--- src/rtl/mem_stage.sv ---
// mem_stage: RV32I memory-access stage with execute-to-memory register, dmem handshake FSM and load/store formatting.
// Define MEM_MISALIGN_CHECK_EN to trap misaligned half/word accesses instead of issuing them.
module mem_stage #(
   parameter int WIDTH        = 32,
   parameter int DMEM_TIMEOUT = 64
) (
   input  logic             clk,
   input  logic             rst,
   input  logic             RegWriteE,
   input  logic [1:0]       ResultSrcE,
   input  logic             MemWriteE,
   input  logic [2:0]       Funct3E,
   input  logic [WIDTH-1:0] ALUResultE,
   input  logic [WIDTH-1:0] WriteDataE,
   input  logic [WIDTH-1:0] PCPlus4E,
   input  logic [4:0]       RdE,
   input  logic             FlushM,
   output logic             StallM,
   output logic             RegWriteM,
   output logic [1:0]       ResultSrcM,
   output logic [WIDTH-1:0] ALUResultM,
   output logic [WIDTH-1:0] ReadDataM,
   output logic [4:0]       RdM,
   output logic [WIDTH-1:0] PCPlus4M,
   output logic             BusErrM,
   output logic             MisalignM,
   output logic             dmem_req,
   output logic             dmem_we,
   output logic [WIDTH-1:0] dmem_addr,
   output logic [WIDTH-1:0] dmem_wdata,
   output logic [3:0]       dmem_be,
   input  logic [WIDTH-1:0] dmem_rdata,
   input  logic             dmem_ready
);
   typedef enum logic [1:0] {IDLE, BUSY, DONE} state_t;
   localparam int CW = $clog2(DMEM_TIMEOUT) + 1;
   state_t state, state_n;
   logic [CW-1:0] cnt;
   logic reg_write, mem_write, err, mem_op, misalign, timeout, hs;
   logic [2:0] funct3;
   logic [WIDTH-1:0] write_data, load_data;
   logic [7:0] lb;
   logic [15:0] lh;

   always_ff @(posedge clk) begin
      if (rst || (!StallM && FlushM)) begin
         reg_write  <= 1'b0;
         ResultSrcM <= '0;
         mem_write  <= 1'b0;
         funct3     <= '0;
         ALUResultM <= '0;
         write_data <= '0;
         PCPlus4M   <= '0;
         RdM        <= '0;
      end else if (!StallM) begin
         reg_write  <= RegWriteE;
         ResultSrcM <= ResultSrcE;
         mem_write  <= MemWriteE;
         funct3     <= Funct3E;
         ALUResultM <= ALUResultE;
         write_data <= WriteDataE;
         PCPlus4M   <= PCPlus4E;
         RdM        <= RdE;
      end
   end

   assign mem_op = (ResultSrcM == 2'b01) || mem_write;

`ifdef MEM_MISALIGN_CHECK_EN
   assign misalign  = mem_op && (funct3[1:0] == 2'b01 ? ALUResultM[0] :
                                 funct3[1:0] == 2'b10 ? |ALUResultM[1:0] : 1'b0);
   assign MisalignM = misalign;
`else
   assign misalign  = 1'b0;
   assign MisalignM = 1'b0;
`endif

   always_comb begin
      state_n  = IDLE;
      dmem_req = (state == IDLE && mem_op && !misalign) || state == BUSY;
      StallM   = dmem_req;
      timeout  = state == BUSY && !dmem_ready && cnt == CW'(DMEM_TIMEOUT - 1);
      hs       = dmem_req && dmem_ready;
      if (dmem_req) state_n = (dmem_ready || timeout) ? DONE : BUSY;
   end

   always_ff @(posedge clk) begin
      if (rst) begin
         state     <= IDLE;
         cnt       <= '0;
         err       <= 1'b0;
         ReadDataM <= '0;
      end else begin
         state     <= state_n;
         cnt       <= (state_n == BUSY) ? cnt + CW'(1) : '0;
         err       <= timeout;
         ReadDataM <= timeout ? '0 : (hs && ResultSrcM == 2'b01) ? load_data : ReadDataM;
      end
   end

   // Byte/half lanes picked from the word-aligned read data by the low address bits.
   assign lb = dmem_rdata[{ALUResultM[1:0], 3'b000} +: 8];
   assign lh = dmem_rdata[{ALUResultM[1], 4'b0000} +: 16];
   assign load_data = funct3[1:0] == 2'b00 ? {{(WIDTH-8){~funct3[2] & lb[7]}}, lb} :
                      funct3[1:0] == 2'b01 ? {{(WIDTH-16){~funct3[2] & lh[15]}}, lh} : dmem_rdata;

   assign dmem_we    = mem_write;
   assign dmem_addr  = {ALUResultM[WIDTH-1:2], 2'b00};
   assign dmem_wdata = funct3[1:0] == 2'b00 ? {(WIDTH/8){write_data[7:0]}} :
                       funct3[1:0] == 2'b01 ? {(WIDTH/16){write_data[15:0]}} : write_data;
   assign dmem_be    = !mem_write ? 4'b1111 :
                       funct3[1:0] == 2'b00 ? 4'b0001 << ALUResultM[1:0] :
                       funct3[1:0] == 2'b01 ? 4'b0011 << {ALUResultM[1], 1'b0} : 4'b1111;

   assign RegWriteM = reg_write && !StallM && !err && !misalign;
   assign BusErrM   = err;
endmodule

--- config.mk ---
export PLATFORM = sky130hd
export DESIGN_NAME = mem_stage
export DESIGN_NICKNAME = d
export VERILOG_FILES = /design/src/rtl/mem_stage.sv
export SDC_FILE = /design/constraint.sdc
export NUM_CORES = 1
export LEC_CHECK = 0
export BUFFER_PORTS_ARGS = -buffer_cell sky130_fd_sc_hd__buf_2
export CAP_MARGIN = 10
export CORE_MARGIN = 10
export CORE_UTILIZATION = 46
export DETAILED_ROUTE_END_ITERATION = 8
export GPL_ROUTABILITY_DRIVEN = 0
export PLACE_DENSITY = 0.8
export SLEW_MARGIN = 20
export SYNTH_ARGS = -nofsm -noshare
export SYNTH_HDL_FRONTEND = slang
export SYNTH_SLANG_ARGS = --single-unit
--- constraint.sdc ---
create_clock -name clk -period 1.7 [get_ports clk]
set_input_delay 0.085 -clock clk [delete_from_list [all_inputs] [get_ports clk]]
set_output_delay 0.085 -clock clk [all_outputs]
set_load 0.005 [all_outputs]
== Word-level counts from Yosys, hierarchy flattened ==
Cells that the tools add are included.
Widths: inputs -> output; s select.

* Word-level logic and storage cells: 54
* Bits in registers: 150
* Bits of input ports: 144
* Output and inout bits: 177

* Muxes and demuxes: 9
* Bitwise operators: 4
* Eq/ne operators: 5
* Reduce and logical (&&, ||, !) cells: 19
* Shifts and indexed selects: 4
* Add/subtract/negate cells: 1

{| class="wikitable"
|+ Operators by type and width
! cell !! number
|-
| $mux 32 || 4
|-
| $shiftx 32x6->16 || 1
|-
| $shiftx 32x6->8 || 1
|-
| $mux 4 || 3
|-
| $eq 2x1->1 const B || 4
|-
| $logic_and 1x1->1 || 8
|-
| $add 7x1->7 const B || 1
|-
| $eq 7x6->1 const B || 1
|-
| $logic_not 2->1 || 2
|-
| $logic_or 1x1->1 || 4
|-
| $mux 2 || 2
|-
| $reduce_or 2->1 || 2
|-
| $shl 1x2->4 const A || 1
|-
| $shl 2x2->4 const A || 1
|-
| $logic_not 1->1 || 3
|-
| $and 1x1->1 || 2
|-
| $not 1->1 || 2
|}

== Depth between registers and ports, before layout ==
Gate-level depths: netlist (run 1).

* Depth after elaboration: 9
* Gate-level depth with buffers: 7
* Gate-level depth less buffers: 5

== Worst setup path before layout (run 1) ==
Ideal clock, no wire load.

* Path kind: register -> register
* Start point: register cnt[0]
* End point: register ReadDataM[16]
* Setup slack: 148 ps
* Buffers on the path: 2
* Clock period less this slack: 1552 ps
* Setup time: 132 ps
* Arrival time: 1419 ps
* Cell stages (with the launch flop): 8
* Data required time: 1568 ps
* Cells stage by stage: dfxtp_1 ha_1 nand3_1 o41a_1 buf_2 buf_6 o21ai_0 a21oi_1

* Word-level cells in the longest chain between the ends: 3

{| class="wikitable"
|+ RTL lines
! item !! RTL line !! text
|-
| start, declared || 38 || <nowiki>logic [CW-1:0] cnt;</nowiki>
|-
| start signal, assigned || 95 || <nowiki>cnt <= (state_n == BUSY) ? cnt + CW'(1) : '0;</nowiki>
|-
| $eq 7x6->1 || 82 || <nowiki>timeout = state == BUSY && !dmem_ready && cnt == CW'(DMEM_TIMEOUT - 1);</nowiki>
|-
| $logic_and 1x1->1 || 82 ||
|-
| $reduce_or 2->1 (no source line) || - ||
|-
| end signal, assigned || 97 || <nowiki>ReadDataM <= timeout ? '0 : (hs && ResultSrcM == 2'b01) ? load_data : ReadDataM;</nowiki>
|-
| end, declared || 22 || <nowiki>output logic [WIDTH-1:0] ReadDataM,</nowiki>
|}

No other way between the ends.
A chain may end at the register's enable or synchronous reset.

== Worst setup path in the final report (run 1) ==
* Start point: register ResultSrcM[1]
* End point: register ALUResultM[24]

* Word-level cells in the longest chain between the ends: 7

{| class="wikitable"
|+ RTL lines
! item !! RTL line !! text
|-
| start, declared || 20 || <nowiki>output logic [1:0] ResultSrcM,</nowiki>
|-
| start signal, assigned || 57 || <nowiki>ResultSrcM <= ResultSrcE;</nowiki>
|-
| $eq 2x1->1 (*) || 67 || <nowiki>assign mem_op = (ResultSrcM == 2'b01) || mem_write;</nowiki>
|-
| $logic_or 1x1->1 (*) || 67 ||
|-
| $logic_and 1x1->1 (*) || 80 || <nowiki>dmem_req = (state == IDLE && mem_op && !misalign) || state == BUSY;</nowiki>
|-
| $logic_or 1x1->1 (*) || 80 ||
|-
| $logic_not 1->1 || 46 || <nowiki>if (rst || (!StallM && FlushM)) begin</nowiki>
|-
| $logic_and 1x1->1 || 46 ||
|-
| $logic_or 1x1->1 || 46 ||
|-
| end signal, assigned || 60 || <nowiki>ALUResultM <= ALUResultE;</nowiki>
|-
| end, declared || 21 || <nowiki>output logic [WIDTH-1:0] ALUResultM,</nowiki>
|}

Every way passes the cells marked *; elsewhere a longest branch is shown, timed or not.

==> summary.md, run 1 <==
| Metric | Value |
|---|---|
| Area Overhead vs Synth | `57.22%` |
| Compound-Gate Fraction of Synth Area | `19.60%` |
| Top cells by area, synth | `dfxtp_1 46%, nand2_1 15%, a21oi_1 11%` |
| Slew Limit Fails | `0` |
| Setup violators final | `4` |
| I/O Pins | `321` |
| # Max-Cap Violations | `0` |
| CTS root buffer | `clkbuf_16` |
| Placement Rows | `43` |
| Via/cell ratio | `5.482` |
| Startpoint types | `flop` |
| Syn Std Cell Area | `6519 sq um` |
| Nets | `1,370` |
| Commonest cells post-synth | `253 x nand2_1, 150 x dfxtp_1, 140 x a21oi_1` |
| DRT iter0 DRCs | `660` |
| Clock buffer depth | `2` |
| Detail Route Antenna Nets | `0` |
| Die width | `139.0 microns` |
| Adder-Cell Fraction of Synth Area | `0.1919%` |
| Power Internal | `7.647 mW` |
| Grt total ovfl | `0` |
| 1st-pass router iterations | `7` |
| Die Height | `139.0 microns` |
| RSZ-0062 raised after global routing | `yes` |
| Highest Clock Rate | `552.3 MHz` |
| Ys flop type | `dfxtp_1` |
| Comb power frac | `26.7%` |
| CP Class | `reg2reg` |
| Clk sinks | `150` |
| Via count | `7,785` |
| Switching Fraction | `30.57%` |
| Flop pwr share | `37.2%` |
| Worst EP required | `2.01 ns` |
| Clk Latency, worst-skew pair | `0.43 ns` |
| Net load switching power | `3.367 mW` |
| CTS tree | `yes` |
| Async SR Flop Fraction | `0%` |
| Power Density | `1075 nW/um^2` |
| Clk pin slew, worst setup/hold paths | `0.06 ns` |
| Multiplexer share of the synthesized area | `6.180%` |
| # port buffers | `317` |
| Final worst path period share | `106.5%` |
| Fin crit period | `1.811 ns` |
| Global-route wire length before repair | `42.62 mm` |
| Most numerous cell in the Yosys netlist | `nand2_1` |
| Max H-tree Level | `4` |
| CP Max Fanout | `69` |
| DP HPWL | `17.32 mm` |
| Synth unique cells | `48` |
| Failing checks | `setup timing` |
| Detailed Route WL | `28.85 mm` |
| Tot Pwr | `11.01 mW` |
| Final setup margin | `-0.1108 ns` |
| Outcome | `complete, but fails checks` |
| Hold Crit Class | `in2reg` |
| Overall Global Routing Usage | `27.03%` |
| Largest family of logic cells by synthesized area | `compound AO/OA/AOI/OAI gates` |
| Number of global-route vias before repair | `7,817` |
| Cell accounting for the most synthesized area | `dfxtp_1` |
| WL per Instance | `20.32 microns` |
| Die ar. | `19,330 sq um` |
| Post-synth top area share | `46.07%` |
| Post-Layout Cell Count | `1,420` |
| Worst VDD drop | `0.6715 mV` |
| Post-synthesis sequential area ratio | `46.07%` |
| Worst setup EP type | `flop` |
| CP Data Arrival Time | `2.12 ns` |
| Clk pwr share | `36.1%` |
| Leakage | `4.841 nW` |
| Layout cells sized above 1 | `35.41%` |
| EDFF count, synth | `0` |
| TritonCTS buffer count | `17` |
| Initial antenna violation count | `4` |
| Largest net degree at the start of global routing | `70` |
| Hold_ws | `0.02846 ns` |
| Flops & latches, synth | `150` |
| Final Hold Fails | `0` |
| Setup Skew | `0.01182 ns` |
| Initial Utilization | `46.96%` |
| R2r setup slk | `-0.11 ns` |
| Post-Synth XOR/XNOR Area | `0.6718%` |
| Cells after Synth | `819` |
| Cells after DPL | `1,246` |
| Synth warn | `0` |
| Syn avg cell area | `7.959 sq um` |
| Drc violations | `0` |
| Core area | `13,880 sq um` |
| Post-synthesis simple-gate area fraction | `17.77%` |
## layer usage
| layer | track usage, % | up-vias | wire length (microns) |
|---|---|---|---|
| met5 | 0 | - | 13 |
| met1 | 29.01 | 3545 | 10030 |
| met2 | 44.49 | 568 | 13970 |
| met3 | 10.03 | 144 | 3201 |
| met4 | 16.25 | 2 | 1640 |
| li1 | - | 3526 | - |
## flip-flops by register name (all words and copies together) (netlist names)
register    count
write_data     32
funct3          3
PCPlus4M       32
state           2
cnt             7
BusErrM         1
ALUResultM     32
RdM             5
reg_write       1
ReadDataM      32
ResultSrcM      2
dmem_we         1
## placed cells by master (no fill, tap or decap), types with 5 or more instances in the layout
cell type      Yosys  routed
o21ai_0           37      36
clkbuf_16          0      18
nand2_1          253     253
buf_2             19     312
mux2_2            18      18
mux2i_1           11      10
dfxtp_1          150     143
a21oi_1          140     136
buf_4             44      32
nor2_1            20      19
buf_12             0       8
a22o_1            13      13
a221oi_1           5       5
dlygate4sd3_1      0     127
buf_6              1       7
inv_1              8       7
a22oi_1            8       8
## layout make-up
class | count | area, sq um
Antenna cell | 3 | 7.507
Clock buffer | 20 | 436.7
Clock inverter | 11 | 176.4
Fill cell | 968 | 3632
Inverter | 9 | 46.29
Multi-Input combinational cell | 559 | 2985
Sequential cell | 150 | 3019
Tap cell | 180 | 225.2
Timing Repair Buffer | 488 | 3352
## power groups by stage
stage          clock network, mW  logic, mW  registers (mW)
2_1_floorplan                  0       1.38            4.11
3_3_place_gp                   0       2.34            4.12
3_5_place_dp                   0       2.36            4.14
4_1_cts                     4.02       2.68            4.07
5_1_grt                     4.16       3.15            4.13
6_report                    3.98       2.94            4.10
## per-stage QoR
stage               utilization, %  setup WS (ns)  cell area [sq um]  setup TNS, ns
floorplan                        -         0.1485               6526              0
global placement             58.39         0.1325               8105              0
detailed placement           58.39        0.04417               8105              0
CTS                          72.72       -0.01662              10090       -0.07585
global route                 73.83        -0.1595              10250        -0.5305
finish                       73.83        -0.1108              10250        -0.1352
## repair_timing
| item | CTS | global route |
|---|---|---|
| buffers inserted | 4 | 8 |
| pin swaps | 2 | 3 |
| endpoints found under the hold margin | 127 | 0 |
| hold buffers | 127 | 0 |
| gates cloned | 0 | 1 |
| gates resized for setup | 20 | 16 |
| endpoints found under the setup margin | 28 | 41 |
## critical path, cell delays in order, from the launching register on
cell and delay [ns]:
dfxtp_2 0.32, nand2b_4 0.14, a21o_4 0.23, buf_4 0.16
a21o_4 0.28, buf_12 0.22, a21oi_1 0.31
## cells by family after synthesis
| family | after synthesis |
|---|---|
| xor gates and xnor gates | 5 |
| and+or+nand+nor | 293 |
| AOI/OAI and AO/OA | 224 |
| buffers and inverters | 112 |
| adders and majority gates | 1 |
| other | 1 |
| muxes | 33 |
| DFF | 150 |
## worst paths after layout
| kind | start | end | cells after the start |
|---|---|---|---|
| worst max-delay path | ResultSrcM[1] | ALUResultM[24] | 6 |
| worst min-delay path | dmem_rdata[12] | ReadDataM[12] | 3 |
| worst max register to register | ResultSrcM[1] | ALUResultM[24] | 6 |
| worst min register to register | write_data[30] | write_data[30] | 2 |
(Power assumes the default switching activity.)
==> inputs of run 2 (changes only) <==
--- a/config.mk
+++ b/config.mk
@@ -5,13 +5,14 @@
 export SDC_FILE = /design/constraint.sdc
 export NUM_CORES = 1
 export LEC_CHECK = 0
+export ABC_AREA = 1
 export BUFFER_PORTS_ARGS = -buffer_cell sky130_fd_sc_hd__buf_2
 export CAP_MARGIN = 10
 export CORE_MARGIN = 10
-export CORE_UTILIZATION = 46
+export CORE_UTILIZATION = 51
 export DETAILED_ROUTE_END_ITERATION = 8
 export GPL_ROUTABILITY_DRIVEN = 0
-export PLACE_DENSITY = 0.8
+export PLACE_DENSITY = 0.85
 export SLEW_MARGIN = 20
 export SYNTH_ARGS = -nofsm -noshare
 export SYNTH_HDL_FRONTEND = slang
==> constraint.sdc (replaced) <==
create_clock -name clk -period 2.1 [get_ports clk]
set_input_delay 0.105 -clock clk [delete_from_list [all_inputs] [get_ports clk]]
set_output_delay 0.105 -clock clk [all_outputs]
set_load 0.005 [all_outputs]
==> summary.md, run 2 <==
| Metric | Value |
|---|---|
| Overall Global Routing Usage | `27.41% (was 27.03%)` |
| DRT iter0 DRCs | `812 (was 660)` |
| CP Class | `reg2out (was reg2reg)` |
| Cell accounting for the most synthesized area | `dfxtp_1 (unchanged)` |
| Setup Skew | `0.008825 ns (was 0.01182 ns)` |
| Leakage | `6.398 nW (was 4.841 nW)` |
| Max H-tree Level | `4 (unchanged)` |
| CP startpoint | `dmem_we (was ResultSrcM[1])` |
| Worst EP required | `2.00 ns (was 2.01 ns)` |
| TritonCTS buffer count | `17 (unchanged)` |
| Startpoint types | `flop (unchanged)` |
| CTS root buffer | `clkbuf_16 (unchanged)` |
| Die width | `141.2 microns (was 139.0 microns)` |
| Top cells by area, synth | `dfxtp_1 40%, nand2_1 26%, inv_1 9.3% (was dfxtp_1 46%, nand2_1 15%, a21oi_1 11%)` |
| Worst reg2reg path startpoint | `ResultSrcM[1] (unchanged)` |
| Synth warn | `0 (unchanged)` |
| Initial antenna violation count | `2 (was 4)` |
| Core area | `14,480 sq um (was 13,880 sq um)` |
| EDFF count, synth | `0 (unchanged)` |
| Syn avg cell area | `6.255 sq um (was 7.959 sq um)` |
| DP Area | `8887 sq um (was 8105 sq um)` |
| FILL cells | `1,065 (was 968)` |
| Most frequent cells in the layout | `523 x nand2_1, 317 x buf_2, 186 x inv_1 (was 312 x buf_2, 253 x nand2_1, 143 x dfxtp_1)` |
| Final Hold Fails | `0 (unchanged)` |
| Placement Rows | `44 (was 43)` |
| Clk Latency, worst-skew pair | `0.42 ns (was 0.43 ns)` |
| I/O Pins | `321 (unchanged)` |
| Async SR Flop Fraction | `0% (unchanged)` |
| Pre-CTS setup slack | `0.3531 ns (was 0.04417 ns)` |
| Tightest Pin Transition | `0.5311 ns` |
| Initial Utilization | `51.71% (was 46.96%)` |
| Number of global-route vias before repair | `8,749 (was 7,817)` |
| Slew Limit Fails | `0 (unchanged)` |
| Final core utilization | `72.78% (was 73.83%)` |
| Drc violations | `0 (unchanged)` |
| Grt total ovfl | `0 (unchanged)` |
| Most common cell after layout, fill and taps aside | `nand2_1 (was buf_2)` |
| 1st-pass router iterations | `8 (was 7)` |
| Crit path to | `StallM (was ALUResultM[24])` |
| Fin crit period | `2.009 ns` |
| Final instance area | `10,540 sq um (was 10,250 sq um)` |
| Die Height | `141.2 microns (was 139.0 microns)` |
| Post-synthesis sequential area ratio | `40.11% (was 46.07%)` |
| Flops & latches, synth | `150 (unchanged)` |
| Synth unique cells | `30 (was 48)` |
| Clock buffer depth | `2 (unchanged)` |
| WL per Instance | `16.24 microns (was 20.32 microns)` |
| Via/cell ratio | `5.048 (was 5.482)` |
| Via count | `8,824 (was 7,785)` |
| Max-slew headroom | `64.55%` |
| Global-route wire length before repair | `44.46 mm (was 42.62 mm)` |
| Nets | `1,696 (was 1,370)` |
| DP HPWL | `17.82 mm (was 17.32 mm)` |
| Ys flop type | `dfxtp_1 (unchanged)` |
| Worst setup EP type | `output port (was flop)` |
| Cells after Synth | `1,197 (was 819)` |
| CP Data Arrival Time | `1.90 ns (was 2.12 ns)` |
| Final worst path period share | `95.64%` |
| Detail Route Antenna Nets | `0 (unchanged)` |
| Syn Std Cell Area | `7487 sq um (was 6519 sq um)` |
| Setup violators final | `0 (was 4)` |
| Hold Crit Class | `in2reg (unchanged)` |
| Clk sinks | `150 (unchanged)` |
| Detailed Route WL | `28.39 mm (was 28.85 mm)` |
| Post-Layout Cell Count | `1,748 (was 1,420)` |
| Hold_ws | `0.01398 ns (was 0.02846 ns)` |
| Tot Pwr | `8.917 mW (was 11.01 mW)` |
| Clk pin slew, worst setup/hold paths | `0.06 ns (about the same)` |
| # port buffers | `317 (unchanged)` |
| Power Density | `846.2 nW/um^2 (was 1075 nW/um^2)` |
| CP Max Fanout | `61 (was 69)` |
| Outcome | `finished clean (was complete, but fails checks)` |
| R2r endpoint | `RdM[1] (was ALUResultM[24])` |
| CTS tree | `yes (unchanged)` |
| Worst VDD drop | `0.4950 mV (was 0.6715 mV)` |
| R2r setup slk | `0.29 ns (was -0.11 ns)` |
| RSZ-0062 raised after global routing | `no (was yes)` |
| Post-synth top area share | `40.11% (was 46.07%)` |
| Most numerous cell in the Yosys netlist | `nand2_1 (unchanged)` |
| Area Overhead vs Synth | `40.74% (was 57.22%)` |
| Cells after DPL | `1,615 (was 1,246)` |
| Final setup margin | `0.09148 ns (was -0.1108 ns)` |
| Die ar. | `19,930 sq um (was 19,330 sq um)` |
| Worst Reg-to-Reg Cells | `9 (was 6)` |
| Highest Clock Rate | `497.9 MHz` |
| Final TNS setup | `0 ns (was -0.1352 ns)` |
| Layout cells sized above 1 | `24.26% (was 35.41%)` |
| Largest net degree at the start of global routing | `89 (was 70)` |
| # Max-Cap Violations | `0 (unchanged)` |
| Commonest cells post-synth | `523 x nand2_1, 186 x inv_1, 150 x dfxtp_1 (was 253 x nand2_1, 150 x dfxtp_1, 140 x a21oi_1)` |
==> run 2: worst min path at each step <==
stage,from,endpoint,slack [ns],cells past startpoint
2_1_floorplan,rst,BusErrM,0.18,1
3_3_place_gp,PCPlus4E[30],PCPlus4M[30],0.38,5
3_5_place_dp,rst,BusErrM,0.38,2
4_1_cts,PCPlus4E[22],PCPlus4M[22],0.0002,5
5_1_grt,WriteDataE[13],write_data[13],0.03,5
6_report,WriteDataE[25],write_data[25],0.01,5
==> run 2: final cells by class <==
| cell class | count | area, sq um | area share, % |
|---|---|---|---|
| multi-input combinational | 754 | 3162 | 30.00 |
| clock inverter | 7 | 143.9 | 1.365 |
| clock buffer | 23 | 488.0 | 4.631 |
| inverter | 192 | 723.2 | 6.863 |
| antenna | 2 | 5.005 | 0.04749 |
| timing repair buffer | 436 | 2783 | 26.41 |
| sequential | 150 | 3003 | 28.50 |
| tap | 184 | 230.2 | 2.185 |
==> run 2: repair_timing <==
action | 4_1_cts | 5_1_grt
resized for setup | 1 | 0
endpoints found under the hold margin | 102 | 0
hold buffers | 101 | 0
endpoints found under the setup margin | 1 | 0
buffers inserted | 0 | 0
==> run 2: worst max-delay path, cell delays in order (launching register included) <==
cell and delay, ns:
dfxtp_1 0.45, inv_2 0.06, nand3_1 0.13, nand2_4 0.18
inv_4 0.21, buf_12 0.27, buf_2 0.17
==> run 2: kinds of logic after synthesis <==
family	count (synthesis)	synth area share (%)
simple gates	641	33.79
buf+inv	295	17.83
flops	150	40.11
compound gates	105	7.587
xor+xnor	4	0.4680
fa+ha+maj	1	0.1671
other cells	1	0.05009
==> run 2: metal layers <==
layer	up-vias	global-route usage (%)	share of wire, %	wire, microns
met5	-	0	0	0
met4	0	17.50	6.2	1759
met3	148	10.08	12	3378
met2	565	45.87	48	13500
met1	3896	28.42	34	9752
li1	4215	-	-	-
==> run 2: power by group <==
| part | switching [mW] | internal [mW] | leakage (nW) |
|---|---|---|---|
| sequential | 0.191 | 3.11 | 1.23 |
| clock | 1.16 | 2.11 | 0.302 |
| combinational | 1.44 | 0.903 | 4.87 |
| total | 2.80 | 6.12 | 6.40 |
==> inputs of run 3 (changes only) <==
--- a/config.mk
+++ b/config.mk
@@ -8,11 +8,11 @@
 export ABC_AREA = 1
 export BUFFER_PORTS_ARGS = -buffer_cell sky130_fd_sc_hd__buf_2
 export CAP_MARGIN = 10
-export CORE_MARGIN = 10
-export CORE_UTILIZATION = 51
+export CORE_AREA = 2 2 125 127
 export DETAILED_ROUTE_END_ITERATION = 8
+export DIE_AREA = 0 0 127 129
 export GPL_ROUTABILITY_DRIVEN = 0
-export PLACE_DENSITY = 0.85
+export PLACE_DENSITY = 0.83
 export SLEW_MARGIN = 20
 export SYNTH_ARGS = -nofsm -noshare
 export SYNTH_HDL_FRONTEND = slang
==> summary.md, run 3 (synthesized netlist as in run 2, its figures left out) <==
| Metric | Value |
|---|---|
| Power Density | `824.0 nW/um^2 (was 846.2 nW/um^2)` |
| Worst Reg-to-Reg Cells | `8 (was 9)` |
| # port buffers | `317 (unchanged)` |
| Via count | `8,699 (was 8,824)` |
| Die ar. | `16,380 sq um (was 19,930 sq um)` |
| Max H-tree Level | `4 (unchanged)` |
| WHS Endpoint | `ALUResultM[0] (was write_data[25])` |
| Highest Clock Rate | `519.4 MHz (was 497.9 MHz)` |
| Grt total ovfl | `0 (unchanged)` |
| Number of global-route vias before repair | `8,128 (was 8,749)` |
| I/O Pins | `321 (unchanged)` |
| Worst setup EP type | `output port (unchanged)` |
| Placement Rows | `45 (was 44)` |
| CP Max Fanout | `16 (was 61)` |
| Global-route wire length before repair | `38.69 mm (was 44.46 mm)` |
| Fin crit period | `1.925 ns (was 2.009 ns)` |
| Worst reg2reg path startpoint | `cnt[0] (was ResultSrcM[1])` |
| Switching Fraction | `32.32% (was 31.35%)` |
| Hold Crit Depth | `5 (unchanged)` |
| Clock buffer depth | `2 (unchanged)` |
| Tightest Pin Transition | `0.5132 ns (was 0.5311 ns)` |
| WP buf/inv | `3 (was 4)` |
| 1st-pass router iterations | `8 (unchanged)` |
| Worst VDD drop | `0.5059 mV (was 0.4950 mV)` |
| Crit path max-delay family | `buffers and inverters (unchanged)` |
| Clk sinks | `150 (unchanged)` |
| Setup violators final | `0 (unchanged)` |
| Final setup margin | `0.1745 ns (was 0.09148 ns)` |
| WL per Instance | `14.11 microns (was 16.24 microns)` |
| Max stage delay on crit path | `0.50 ns (was 0.45 ns)` |
| Via/cell ratio | `4.948 (was 5.048)` |
| Most common cell after layout, fill and taps aside | `nand2_1 (unchanged)` |
| Largest net degree at the start of global routing | `91 (was 89)` |
| R2r endpoint | `ReadDataM[18] (was RdM[1])` |
| Net load switching power | `2.813 mW (was 2.796 mW)` |
| Max-slew headroom | `65.75% (was 64.55%)` |
| Failing checks | `DRC` |
| Final worst path period share | `91.69% (was 95.64%)` |
| Slew Limit Fails | `0 (unchanged)` |
| Drc violations | `2 (was 0)` |
| Final Hold Fails | `0 (unchanged)` |
| FILL cells | `1,110 (was 1,065)` |
| Power Internal | `5.891 mW (was 6.121 mW)` |
| Die Height | `129 microns (was 141.2 microns)` |
| CP Cell Sequence | `inv_1 -> nand3_2 -> buf_4 -> nand2_1 -> o211ai_1 -> buf_2 (was inv_2 -> nand3_1 -> nand2_4 -> inv_4 -> buf_12 -> buf_2)` |
| Pre-CTS setup slack | `0.3821 ns (was 0.3531 ns)` |
| # Max-Cap Violations | `0 (unchanged)` |
| Initial antenna violation count | `1 (was 2)` |
| Layout cells sized above 1 | `24.36% (was 24.26%)` |
| Setup Skew | `0.01365 ns (was 0.008825 ns)` |
| Final core utilization | `70.53% (was 72.78%)` |
| Initial Utilization | `49.99% (was 51.71%)` |
| Post-CTS Setup Repair Bufs | `0 (unchanged)` |
| Die width | `127 microns (was 141.2 microns)` |
| Leakage | `6.409 nW (was 6.398 nW)` |
| Detailed Route WL | `24.81 mm (was 28.39 mm)` |
| Slowest CP cell | `dfxtp_1 (unchanged)` |
| Clk pwr share | `35.9% (was 36.7%)` |
| TritonCTS buffer count | `17 (unchanged)` |
| Area Overhead vs Synth | `41.08% (was 40.74%)` |
| Final TNS setup | `0 ns (unchanged)` |
| CTS tree | `yes (unchanged)` |
| DP HPWL | `15.20 mm (was 17.82 mm)` |
| Flop pwr share | `37.8% (was 37.0%)` |
| Clk pin slew, worst setup/hold paths | `0.06 ns (about the same)` |
| CP Class | `reg2out (unchanged)` |
| Detail Route Antenna Nets | `0 (unchanged)` |
| CP Data Arrival Time | `1.82 ns (was 1.90 ns)` |
| Nets | `1,700 (was 1,696)` |
| Worst EP required | `2.00 ns (about the same)` |
| R2r setup slk | `0.35 ns (was 0.29 ns)` |
| Clk Latency, worst-skew pair | `0.43 ns (was 0.42 ns)` |
| Startpoint types | `flop (unchanged)` |
| Most frequent cells in the layout | `523 x nand2_1, 317 x buf_2, 186 x inv_1 (unchanged)` |
| CTS root buffer | `clkbuf_16 (unchanged)` |
| Core area | `14,980 sq um (was 14,480 sq um)` |
| Outcome | `complete, but fails checks (was finished clean)` |
| Hold path start | `ALUResultE[0] (was WriteDataE[25])` |
| Comb power frac | `26.3% (about the same)` |
| RSZ-0062 raised after global routing | `no (unchanged)` |
| Overall Global Routing Usage | `29.34% (was 27.41%)` |
| Hold Crit Class | `in2reg (unchanged)` |
| DRT iter0 DRCs | `836 (was 812)` |
-- run 3: cell types whose count changed in the layout (fill, tap and decap cells not counted), sizes merged --
cell,change
clkbuf,-6
buf,-2
inv,+2
bufinv,-1
clkinvlp,-1
dlygate4sd3,+6
clkinv,+8
-- run 3: how the worst max path moves through the flow --
| stage | start | to | cells past startpoint | slack [ns] |
|---|---|---|---|---|
| CTS | funct3[1] | dmem_be[0] | 6 | 0.04 |
| global route | funct3[0] | dmem_be[1] | 5 | 0.02 |
| detailed placement | cnt[0] | ReadDataM[18] | 8 | 0.38 |
| global placement | ResultSrcM[1] | ALUResultM[2] | 9 | 0.44 |
| floorplan | cnt[0] | ReadDataM[24] | 9 | 0.65 |
| finish | funct3[1] | dmem_be[1] | 6 | 0.17 |
-- run 3: stage by stage --
step	instance area [sq um]	hold slack [ns]	instances	power, mW
2_1_floorplan	7495	0.1774	1199	4.688
4_1_cts	10550	0.001063	1756	8.644
6_report	10560	0.02948	1758	8.704
5_1_grt	10560	0.04628	1757	9.144
3_3_place_gp	8877	0.3741	1617	5.327
3_5_place_dp	8877	0.3780	1617	5.371
-- run 3: layout make-up --
class                   instances  area, sq um  area share, %
flip-flops and latches        150         3003          28.43
inverters                     192        720.7          6.823
clock inverters                15        178.9          1.694
well taps                     188        235.2          2.227
clock buffers                  17        425.4          4.027
multi-input cells             754         3167          29.98
repair buffers                440         2828          26.77
diodes                          2        5.005        0.04738
-- run 3: power groups by stage --
stage	clock [mW]	sequential (mW)	combinational, mW
after floorplan	0	3.32	1.37
after global placement	0	3.33	2.00
after detailed placement	0	3.34	2.04
after CTS	3.17	3.28	2.20
after global routing	3.28	3.32	2.55
final	3.12	3.29	2.29
-- run 3: worst reg2reg max path, delay by kind of cell (launching register included) --
family / cells / cell delay [ns]
flops: 1 / 0.32
compound gates: 1 / 0.37
simple gates: 4 / 0.49
fa+ha+maj: 1 / 0.23
buf+inv: 2 / 0.29
-- run 3: what timing repair did --
item / in CTS / in global routing
resized for setup: 0 / 1
hold buffers: 107 / 0
setup endpoints to repair: 0 / 2
hold endpoints to repair: 108 / 0
-- run 3: per-layer routing --
| metal | vias up | global-route usage (%) | part of all wire [%] |
|---|---|---|---|
| li1 | 4222 | - | - |
| met1 | 3851 | 33.72 | 38 |
| met2 | 514 | 49.65 | 48 |
| met3 | 112 | 7.651 | 9.1 |
| met4 | 0 | 17.07 | 5.0 |
| met5 | - | 0 | 0 |
